## src/rtl/uart_rx_fsm.sv

```systemverilog
// UART receiver: oversampled start detection with glitch rejection, majority-voted
// mid-bit sampling, 8N1 / 8E1 / 8O1 framing, one-cycle result strobes.
module uart_rx_fsm #(
  parameter int PRESCALE = 8
) (
  input  logic       clck,
  input  logic       rst,
  input  logic       rx_in,
  input  logic       par_en,
  input  logic       par_typ,
  output logic [7:0] p_data,
  output logic       data_valid,
  output logic       par_err,
  output logic       stp_err,
  output logic       busy
);

  localparam int CW = $clog2(PRESCALE);
  localparam logic [CW-1:0] SMP0 = CW'(PRESCALE/2 - 1);
  localparam logic [CW-1:0] SMP1 = CW'(PRESCALE/2);
  localparam logic [CW-1:0] DEC  = CW'(PRESCALE/2 + 1);
  localparam logic [CW-1:0] LAST = CW'(PRESCALE - 1);

  typedef enum logic [2:0] {IDLE, START, DATA, PARITY, STOP} state_t;

  state_t          state, state_d;
  logic [CW-1:0]   edge_cnt, edge_cnt_d;
  logic [2:0]      bit_cnt, bit_cnt_d;
  logic [7:0]      shift, shift_d, p_data_d;
  logic            s0, s1, s0_d, s1_d;
  logic            pen_q, ptyp_q, pen_d, ptyp_d;
  logic            perr_pend, perr_pend_d;
  logic            dv_d, pe_d, se_d;
  logic            maj, at_dec, at_bnd;

  assign busy = (state != IDLE);

  always_comb begin
    maj         = (s0 & s1) | (s0 & rx_in) | (s1 & rx_in);
    at_dec      = (edge_cnt == DEC);
    at_bnd      = (edge_cnt == LAST);
    state_d     = state;
    // PRESCALE is a power of two, so the natural wrap marks the bit boundary
    edge_cnt_d  = edge_cnt + CW'(1);
    bit_cnt_d   = bit_cnt;
    shift_d     = shift;
    s0_d        = (edge_cnt == SMP0) ? rx_in : s0;
    s1_d        = (edge_cnt == SMP1) ? rx_in : s1;
    pen_d       = pen_q;
    ptyp_d      = ptyp_q;
    perr_pend_d = perr_pend;
    p_data_d    = p_data;
    dv_d        = 1'b0;
    pe_d        = 1'b0;
    se_d        = 1'b0;
    case (state)
      IDLE: begin
        edge_cnt_d = '0;
        if (!rx_in) begin
          state_d     = START;
          edge_cnt_d  = CW'(1);
          bit_cnt_d   = 3'd0;
          pen_d       = par_en;
          ptyp_d      = par_typ;
          perr_pend_d = 1'b0;
        end
      end
      START: begin
        if (at_dec && maj) begin
          state_d    = IDLE;
          edge_cnt_d = '0;
        end else if (at_bnd) begin
          state_d = DATA;
        end
      end
      DATA: begin
        if (at_dec) shift_d[bit_cnt] = maj;
        if (at_bnd) begin
          if (bit_cnt == 3'd7) begin
            state_d   = pen_q ? PARITY : STOP;
            bit_cnt_d = 3'd0;
          end else begin
            bit_cnt_d = bit_cnt + 3'd1;
          end
        end
      end
      PARITY: begin
        if (at_dec) perr_pend_d = (maj != (^shift ^ ptyp_q));
        if (at_bnd) state_d = STOP;
      end
      STOP: begin
        // finish at mid-stop so the next start edge is caught with no dead time
        if (at_dec) begin
          se_d       = ~maj;
          pe_d       = perr_pend;
          if (maj && !perr_pend) begin
            dv_d     = 1'b1;
            p_data_d = shift;
          end
          state_d    = IDLE;
          edge_cnt_d = '0;
        end
      end
      default: begin
        state_d    = IDLE;
        edge_cnt_d = '0;
      end
    endcase
  end

  always_ff @(posedge clck) begin
    if (!rst) begin
      state      <= IDLE;
      edge_cnt   <= '0;
      bit_cnt    <= 3'd0;
      shift      <= 8'h00;
      s0         <= 1'b1;
      s1         <= 1'b1;
      pen_q      <= 1'b0;
      ptyp_q     <= 1'b0;
      perr_pend  <= 1'b0;
      p_data     <= 8'h00;
      data_valid <= 1'b0;
      par_err    <= 1'b0;
      stp_err    <= 1'b0;
    end else begin
      state      <= state_d;
      edge_cnt   <= edge_cnt_d;
      bit_cnt    <= bit_cnt_d;
      shift      <= shift_d;
      s0         <= s0_d;
      s1         <= s1_d;
      pen_q      <= pen_d;
      ptyp_q     <= ptyp_d;
      perr_pend  <= perr_pend_d;
      p_data     <= p_data_d;
      data_valid <= dv_d;
      par_err    <= pe_d;
      stp_err    <= se_d;
    end
  end

endmodule

```

## config.mk

```make
export PLATFORM = sky130hd
export DESIGN_NAME = uart_rx_fsm
export DESIGN_NICKNAME = d
export VERILOG_FILES = /design/src/rtl/uart_rx_fsm.sv
export SDC_FILE = /design/constraint.sdc
export NUM_CORES = 1
export LEC_CHECK = 0
export CELL_PAD_IN_SITES_DETAIL_PLACEMENT = 1
export CELL_PAD_IN_SITES_GLOBAL_PLACEMENT = 2
export CORE_UTILIZATION = 37
export CTS_CLUSTER_SIZE = 20
export DETAILED_ROUTE_END_ITERATION = 8
export GPL_TIMING_DRIVEN = 0
export PLACE_DENSITY_LB_ADDON = 0.3
export SETUP_SLACK_MARGIN = 0.4
export SKIP_LAST_GASP = 1
export SLEW_MARGIN = 20
export SYNTH_ARGS = -nofsm -noshare
export SYNTH_HDL_FRONTEND = slang
export SYNTH_SLANG_ARGS = --single-unit
```

## constraint.sdc

```tcl
create_clock -name clck -period 2.55 [get_ports clck]
set_input_delay 0.255 -clock clck [delete_from_list [all_inputs] [get_ports clck]]
set_output_delay 0.255 -clock clck [all_outputs]
set_load 0.02 [all_outputs]
```

Yosys cells after proc, flatten, opt, wreduce, memory -nomap -nowiden
Cells that the tools add are included.
{ "totals": {"in_bits": 5, "elab_cells": 83, "ff_bits": 33, "out_inout_bits": 12} }
{ "op_classes": {"n_reduce_logical": 17, "mux": 24, "addsub": 2, "n_bitwise": 8, "n_eq_ne": 17, "order_cmp": 2} }
{ "ops": {"columns": ["operator", "count"], "rows": [
  ["3-bit 2-to-1 mux", 13],
  ["3-bit == test (second input constant)", 5],
  ["3-bit case mux with 5 select lines", 1],
  ["2-bit != test (second input constant)", 6],
  ["3-bit case mux with 4 select lines", 1],
  ["3-bit AND reduction", 4],
  ["3-bit by 2-bit == test with 1-bit output (second input constant)", 3],
  ["8-bit bitwise mux", 1],
  ["8-bit XOR reduction", 1],
  ["3-bit by 1-bit adder with 3-bit output (second input constant)", 2],
  ["3-bit case mux with 2 select lines", 1],
  ["6-bit AND reduction", 1],
  ["1-bit 2-to-1 mux", 5],
  ["3-bit by 4-bit < comparator with 1-bit output (second input constant)", 1],
  ["2-bit AND reduction", 2],
  ["2-bit nonzero test", 2],
  ["1-bit AND", 3],
  ["1-bit demux with 3-bit select", 1],
  ["3-bit by 1-bit == test with 1-bit output (second input constant)", 1],
  ["3-bit by 1-bit >= comparator with 1-bit output (second input constant)", 1],
  ["1-bit logical AND", 3],
  ["3-bit zero test", 1],
  ["3-bit != test (second input constant)", 1],
  ["3-bit nonzero test", 1],
  ["7 further kinds", 9]
]} }

Longest topological paths before layout
Gate-level depths: netlist of the first run.
{ "depth": {"depth_word": 6, "ltp_mapped": 8, "depth_no_buf": 6} }

Worst setup path after synthesis of the first run
No wires, ideal clock.
{ "synth_timing": {"path_type": "register to register", "startpoint": "register edge_cnt[1]", "endpoint": "register p_data[0]", "path_stages_with_launch": 9, "setup_ns": 0.128, "path_slack_ns": 1.012, "synth_period_minus_slack_ns": 1.538, "required_time_ns": 2.422, "arrival_time_ns": 1.410, "n_path_buf": 2, "cell_sequence": "dfxtp_1 inv_1 ha_1 and2_1 buf_2 nand4b_1 buf_2 mux2i_1 nor2_1"} }
{ "synth_via": {"elab_chain_len": 2} }
{ "synth_lines": {"columns": ["item", "line", "source"], "rows": [
  ["start: declaration", "27", "logic [CW-1:0] edge_cnt, edge_cnt_d;"],
  ["start signal: assignment", "128", "edge_cnt <= edge_cnt_d;"],
  ["3-bit == test", "40", "at_dec = (edge_cnt == DEC);"],
  ["3-bit AND reduction (no source line)", null, null],
  ["end signal: assignment", "136", "p_data <= p_data_d;"],
  ["end: declaration", "11", "output logic [7:0] p_data,"]
]} }
Every way passes these cells.
A chain may end at the register's enable or synchronous reset.

Worst setup path in the final report of the first run
{ "layout_timing": {"startpoint": "register state[0]", "endpoint": "output port busy"} }
{ "layout_via": {"elab_chain_len": 1} }
{ "layout_lines": {"columns": ["item", "line", "source"], "rows": [
  ["start: declaration", "26", "state_t state, state_d;"],
  ["start signal: assignment", "127", "state <= state_d;"],
  ["3-bit nonzero test", "36", "assign busy = (state != IDLE);"],
  ["end: declaration", "15", "output logic busy"]
]} }
Every way passes these cells.

==> summary.txt, run 1 <==
STA
  – RSZ-0062 raised after global routing: false
  – Post-route setup slack: 0.614 ns
  – Crit share post-route: 0.759
  – Final slew viol count: 0
  – Slew @ Worst Pin: 0.673 ns
  – Final count of hold timing violations: 0
  – Worst slew margin: 0.550
  – Final Skew: 0.00823 ns
  – Minimum clock period: 1.94 ns
  – Final setup fails: 0
  – Fmax: 516 MHz
  – Fin Setup TNS: 0 ns

Logic synthesis
  – EDFF count, synth: 0
  – Seq cells post-synth: 33
  – Ys async rst share: 0
  – Syn Nets: 184
  – Mapped Cells: 172
  – Sequential share of the synthesized area: 0.410
  – Top cell type's share of synthesized area: 0.410
  – Distinct cells, synth: 43
  – Syn Area/Cell: 9.36 um^2
  – Synth top area cells: dfxtp_1, mux2i_1, nor2_1, ha_1, nand2_1
  – Top_reg_cell synth: dfxtp_1
  – Post-Syn Area: 1610 um^2
  – YS warnings: 0
  – Biggest area consumer among synthesized cells: dfxtp_1

Drt
  – Drt first pass iters: 4
  – # DRC: 0
  – Vias per cell: 5.35
  – DRT antenna net count: 0
  – WL per Instance: 15.1 um
  – Total length of routed wires: 3.70 mm
  – Vias post-DR: 1311
  – Initial DRC Count: 49

Critical path
  – Slowest cell on the critical path: clkdlybuf4s50_1
  – Reg2reg start: edge_cnt[1]
  – Critical path, cell by cell: buf_2 > or3_1 > clkdlybuf4s50_1
  – Arrival time worst endpoint: 1.68 ns
  – Setup crit start kind: flip-flop
  – FF-to-FF path depth: 8
  – Worst Path Class, Setup: flip-flop to output pin
  – CP Buf/Inv Count: 2
  – Worst Setup SP: state[0]
  – Req. time, crit path: 2.30 ns
  – CP endpoint kind: output pin
  – Worst reg2reg setup slack: 0.77 ns
  – Crit-path leading delay family: buffers and inverters
  – Crit path max fanout: 10
  – CP peak stage delay: 0.54 ns
  – Setup crit end: busy
  – Capturing point of the worst reg2reg path: p_data[0]
  – WP depth: 3

Power
  – LEAKAGE: 0.000814 uW
  – Maximum vdd drop: 376 uV
  – Pwr dens: 603 nW/um^2

Layout
  – Nets: 207
  – Post-layout util: 0.470
  – Ratio of cells with drive above 1 in the final layout: 0.0923
  – Commonest non-fill, non-tap cells in the layout: dfxtp_1, nor2_1, mux2i_1
  – Diode count: 0
  – Area growth, synth to finish: 19.2%
  – Most common cell after layout, fill and taps aside: dfxtp_1
  – Design Area, Final: 1920 um^2

Floorplan
  – Initial Utilization: 0.394
  – Area of the die: 4620 um^2
  – Boundary Pins: 17
  – Die width: 68.0 um
  – Core area: 4090 um^2
  – Die height: 68.0 um
  – Row count: 23

Clock tree
  – Setup bufs post-CTS: 0
  – CTS clk-pin slew, worst paths: 0.07 ns
  – # resized after CTS: 0
  – CTS tree: built
  – H-tree levels: 2
  – Clk_lat worst skew: 0.28 ns
  – CTS Sinks: 33
  – Num CTS Buffers: 5
  – Clk buf depth: 2
  – Hold_buf cts: 0
  – Clk root buf: clkbuf_8

Global route
  – Pin count of the biggest net entering global routing: 11
  – Grt total ovfl: 0
  – GRT Util Overall: 0.195
  – Global-route wire length before repair: 6.56 mm
  – Number of antenna violations at the first check in global routing: 0
  – Vias in the first global route: 1403

Placed design
  – Post-DP HPWL: 2.84 mm
  – Pre-CTS setup slack: 0.519 ns
  – Buffers on Ports: 16
  – Placement Cell Area: 1830 um^2
  – Gpl congestion: 0.792

Worst hold path
  – Hold crit path type: flip-flop to flip-flop
  – WHS Path Cells: 2

Outcome
  – Status: finished, final reports clean

Flow run
  – Max-cap violations: 0
## layout make-up
type	instances	area, um^2
Fill cell	487	2170
Multi-Input combinational cell	123	873
Inverter	7	26.3
Buffer	9	50.0
Clock buffer	7	86.3
Sequential cell	33	661
Timing Repair Buffer	16	160
Tap cell	50	62.6
## cell families after synthesis
group / count (synthesis) / synth area share
mux: 18 / 0.112
xor+xnor: 6 / 0.0497
simple gates: 74 / 0.237
flops: 33 / 0.410
fa+ha+maj: 8 / 0.0614
compound gates: 17 / 0.0824
buf+inv: 16 / 0.0474
## worst min-delay path, stage by stage, from the launching register on
cell and delay (ns):
dfxtp_1 0.32, nand2_1 0.06, a21oi_1 0.05
## power breakdown
part	internal (uW)	total, uW	switching [uW]
Sequential	534	547	12.8
Clock	214	391	177
Combinational	90.5	219	129
## flip-flops by register name, indices dropped and copies added, names as in the netlist
register / cells
stp_err: 1
bit_cnt: 3
ptyp_q: 1
data_valid: 1
p_data: 8
perr_pend: 1
shift: 8
s0: 1
state: 3
s1: 1
edge_cnt: 3
par_err: 1
pen_q: 1
## Yosys cell counts (all sizes together) (2+ instances only)
cell type and instances:
clkbuf 3, mux2i 18, inv 6, xnor2 3, buf 6, nand3 3, nor2 27, nand4b 2
nor3b 2, and3 2, and2 3, nand4 7, o21ai 2, nor3 3, a22oi 3, xnor3 2
dfxtp 33, a2111oi 2, nor4 3, nand2 12, nor2b 3, a21oi 4, ha 7
## routing by layer
metal / global-route usage / routed length (um) / vias up
li1: - / - / 644
met1: 0.235 / 1650 / 640
met2: 0.326 / 1860 / 22
met3: 0.0567 / 152 / 5
met4: 0.0677 / 42 / 0
met5: 0 / 0 / -
## metrics by stage
step	total power, uW	hold WS (ns)	instances
CTS	1170	0.479	245
global placement	768	0.459	238
detailed placement	778	0.469	238
global route	1220	0.509	245
floorplan	713	0.383	172
finish	1160	0.478	245
## worst min-delay path by stage
stage	from	to	slack (ns)
after floorplan	rx_in	s0	0.38
after global placement	s1	s1	0.46
after detailed placement	ptyp_q	ptyp_q	0.47
after CTS	ptyp_q	ptyp_q	0.48
after global routing	perr_pend	par_err	0.51
final	ptyp_q	ptyp_q	0.48
No activity file was read; power rests on OpenSTA's default activity.
==> inputs of run 2 (changes only) <==
--- a/config.mk
+++ b/config.mk
@@ -7,7 +7,7 @@
 export LEC_CHECK = 0
 export CELL_PAD_IN_SITES_DETAIL_PLACEMENT = 1
 export CELL_PAD_IN_SITES_GLOBAL_PLACEMENT = 2
-export CORE_UTILIZATION = 37
+export CORE_UTILIZATION = 35
 export CTS_CLUSTER_SIZE = 20
 export DETAILED_ROUTE_END_ITERATION = 8
 export GPL_TIMING_DRIVEN = 0
==> constraint.sdc (replaced) <==
create_clock -name clck -period 1.8 [get_ports clck]
set_input_delay 0.18 -clock clck [delete_from_list [all_inputs] [get_ports clck]]
set_output_delay 0.18 -clock clck [all_outputs]
set_load 0.02 [all_outputs]
==> run 2 against run 1 <==
Against the previous run: via count grew 4.8%; setup slack got worse by 0.38 ns; clock skew is 0.0032 ns lower; cell count up 6.1%; power up 57%; flip-flop and latch count unchanged; die area up 5.5%; critical path depth increased by 5; sequential power increased by 44%; global-route usage decreased by 1.1 points; count of clock-buffer cells in the layout shrank 2; largest cell class unchanged; first-iteration DRC count up 8.2%.
==> summary.txt, run 2 (synthesized netlist as in run 1, its figures left out) <==
Outcome
  – Status: finished, final reports clean

Layout
  – Area growth, synth to finish: 41.6%
  – Ratio of cells with drive above 1 in the final layout: 0.327 (+0.235)
  – Top flop regs: p_data: 8 flops, shift: 8 flops
  – Post-layout util: 0.520 (+0.0503)
  – Diode count: 0 (unchanged)
  – Nets: 219 (+5.8%)
  – Commonest non-fill, non-tap cells in the layout: nor2_1, dfxtp_1, mux2i_1
  – Cell Count, Final, Fillers Out: 260 (+6.1%)

STA
  – Minimum clock period: 1.57 ns
  – Final Skew: 0.00498 ns (-0.00325 ns)
  – Post-route setup slack: 0.234 ns (-0.379 ns)
  – Fmax: 639 MHz
  – Final count of hold timing violations: 0 (unchanged)
  – RSZ-0062 raised after global routing: true
  – Final setup fails: 0 (unchanged)
  – Worst slew margin: 0.677 (+0.126)
  – Crit share post-route: 0.870
  – Hold Slack: 0.435 ns (-0.0433 ns)
  – Final slew viol count: 0 (unchanged)
  – Slew @ Worst Pin: 0.485 ns (-0.188 ns)

Global route
  – Pin count of the biggest net entering global routing: 12 (+1)
  – GRT Util Overall: 0.184 (-0.0109)
  – Vias in the first global route: 1384 (-1.4%)
  – Grt total ovfl: 0 (unchanged)
  – Number of antenna violations at the first check in global routing: 0 (unchanged)
  – Global-route wire length before repair: 6.93 mm (+5.8%)

Drt
  – Vias post-DR: 1374 (+4.8%)
  – Vias per cell: 5.28 (-1.2%)
  – Drt first pass iters: 4 (unchanged)
  – # DRC: 0 (unchanged)
  – DRT antenna net count: 0 (unchanged)
  – Total length of routed wires: 4.42 mm (+20%)
  – Initial DRC Count: 53 (+8.2%)
  – WL per Instance: 17.0 um (+13%)

Critical path
  – Most used cell, CP: buf_6
  – Crit path max fanout: 5 (-5)
  – Worst reg2reg setup slack: 0.23 ns (-0.54 ns)
  – Req. time, crit path: 1.97 ns (-0.33 ns)
  – CP peak stage delay: 0.33 ns (-0.21 ns)
  – Slowest cell on the critical path: dfxtp_2
  – FF-to-FF path depth: 8 (unchanged)
  – CP endpoint kind: flip-flop
  – Critical path, cell by cell: inv_2 > ha_4 > and2_4 > buf_6 > nand4b_1 > buf_6 > mux2i_4 > nor2_2
  – Worst Path Class, Setup: flip-flop to flip-flop
  – Worst Setup SP: edge_cnt[1]
  – Arrival time worst endpoint: 1.74 ns (+0.06 ns)
  – Setup crit start kind: flip-flop
  – Reg2reg start: edge_cnt[1]
  – Capturing point of the worst reg2reg path: p_data[4]

Power
  – Sw Pwr: 560 uW (+76%)
  – Maximum vdd drop: 412 uV (+9.5%)
  – Power Total: 1820 uW (+57%)
  – Switching share of power: 0.308 (+0.0324)
  – LEAKAGE: 0.00100 uW (+23%)
  – Pwr dens: 798 nW/um^2 (+32%)
  – Combinational power share: 0.270 (+0.081)
  – Int Pwr: 1260 uW (+50%)
  – Clock power frac: 0.298 (-0.040)
  – Sequential Power Share: 0.432 (-0.041)

Clock tree
  – Num CTS Buffers: 5 (unchanged)
  – Clk buf depth: 2 (unchanged)
  – Hold_buf cts: 0 (unchanged)
  – CTS clk-pin slew, worst paths: 0.07 ns (about the same)
  – CTS tree: built
  – H-tree levels: 2 (unchanged)
  – Clk root buf: clkbuf_8
  – CTS Sinks: 33 (unchanged)
  – Clk_lat worst skew: 0.29 ns (about the same)

Floorplan
  – Row count: 24 (+4.3%)
  – Die width: 69.8 um (+2.7%)
  – Core area: 4380 um^2 (+7.3%)
  – Die height: 69.8 um (+2.7%)
  – Area of the die: 4880 um^2 (+5.5%)
  – Initial Utilization: 0.367 (-0.0268)
  – Boundary Pins: 17 (unchanged)

Placed design
  – Gpl congestion: 0.833 (+5.2%)
  – Buffers on Ports: 16 (unchanged)
  – Post-DP HPWL: 2.90 mm (+2.3%)
  – Cells after DPL: 240 (+0.84%)
  – Pre-CTS setup slack: -0.156 ns (-0.675 ns)

Worst hold path
  – Hold crit path type: primary input to flip-flop
  – Hold Crit Start: rx_in
  – WHS Path Cells: 3 (+1)
  – End of the worst hold path: s1

Flow run
  – Max-cap violations: 0 (unchanged)
run 2: cell types whose count changed in the layout (fill, tap and decap cells not counted), moves of 3 or more:
cell	delta
buf_2	-4
dfxtp_2	+6
nor4_1	-3
a22oi_2	+3
ha_1	-4
buf_6	+5
a22oi_1	-3
ha_4	+3
clkdlybuf4s50_1	-12
dfxtp_1	-8
dlygate4sd2_1	+9
buf_4	+10
run 2: critical path: cells and delay by family, from the launching register on:
family                   cells  cell delay [ns]
buffers and inverters        3             0.35
adder cells (fa/ha/maj)      1             0.15
flip-flops                   1             0.33
multiplexers                 1             0.23
AND/OR/NAND/NOR              3             0.39
run 2: metal layers:
metal  routed length (um)  vias up  global-route usage
li1                     -      671                   -
met1                 1960      674               0.232
met2                 2240       20               0.307
met3                  140        9              0.0480
met4                   83        0              0.0533
met5                    0        -                   0
run 2: repair_timing:
item | 4_1_cts | 5_1_grt
resized for setup | 30 | 38
setup endpoints to repair | 35 | 32
cloned | 1 | 0
pin swaps | 5 | 11
buffers inserted | 4 | 7
run 2: worst max path at each step:
stage,slack (ns),end,cells after the start
6_report,0.23,p_data[4],8
5_1_grt,0.16,p_data[5],7
3_5_place_dp,-0.16,perr_pend,5
3_3_place_gp,-0.16,state[0],5
2_1_floorplan,0.39,p_data[0],8
4_1_cts,0.24,p_data[4],8
run 2: layout make-up:
| cell class | count | area (um^2) |
|---|---|---|
| sequential | 33 | 676 |
| clock inverter | 3 | 17.5 |
| multi-input combinational | 123 | 1090 |
| fill | 487 | 2100 |
| inverter | 7 | 26.3 |
| clock buffer | 5 | 68.8 |
| buffer | 9 | 78.8 |
| tap | 52 | 65.1 |
| timing repair buffer | 28 | 262 |
run 2: power groups by stage:
stage	clock network, uW	registers, uW	logic, uW
detailed placement	0	789	345
finish	542	786	491
CTS	560	778	383
global placement	0	787	332
floorplan	0	784	255
global route	596	790	526
run 2: per-stage QoR:
| stage | cell area [um^2] | TNS (ns) |
|---|---|---|
| 3_5_place_dp | 1900 | -1.20 |
| 4_1_cts | 2060 | 0 |
| 3_3_place_gp | 1900 | -0.851 |
| 2_1_floorplan | 1670 | 0 |
| 5_1_grt | 2280 | 0 |
| 6_report | 2280 | 0 |
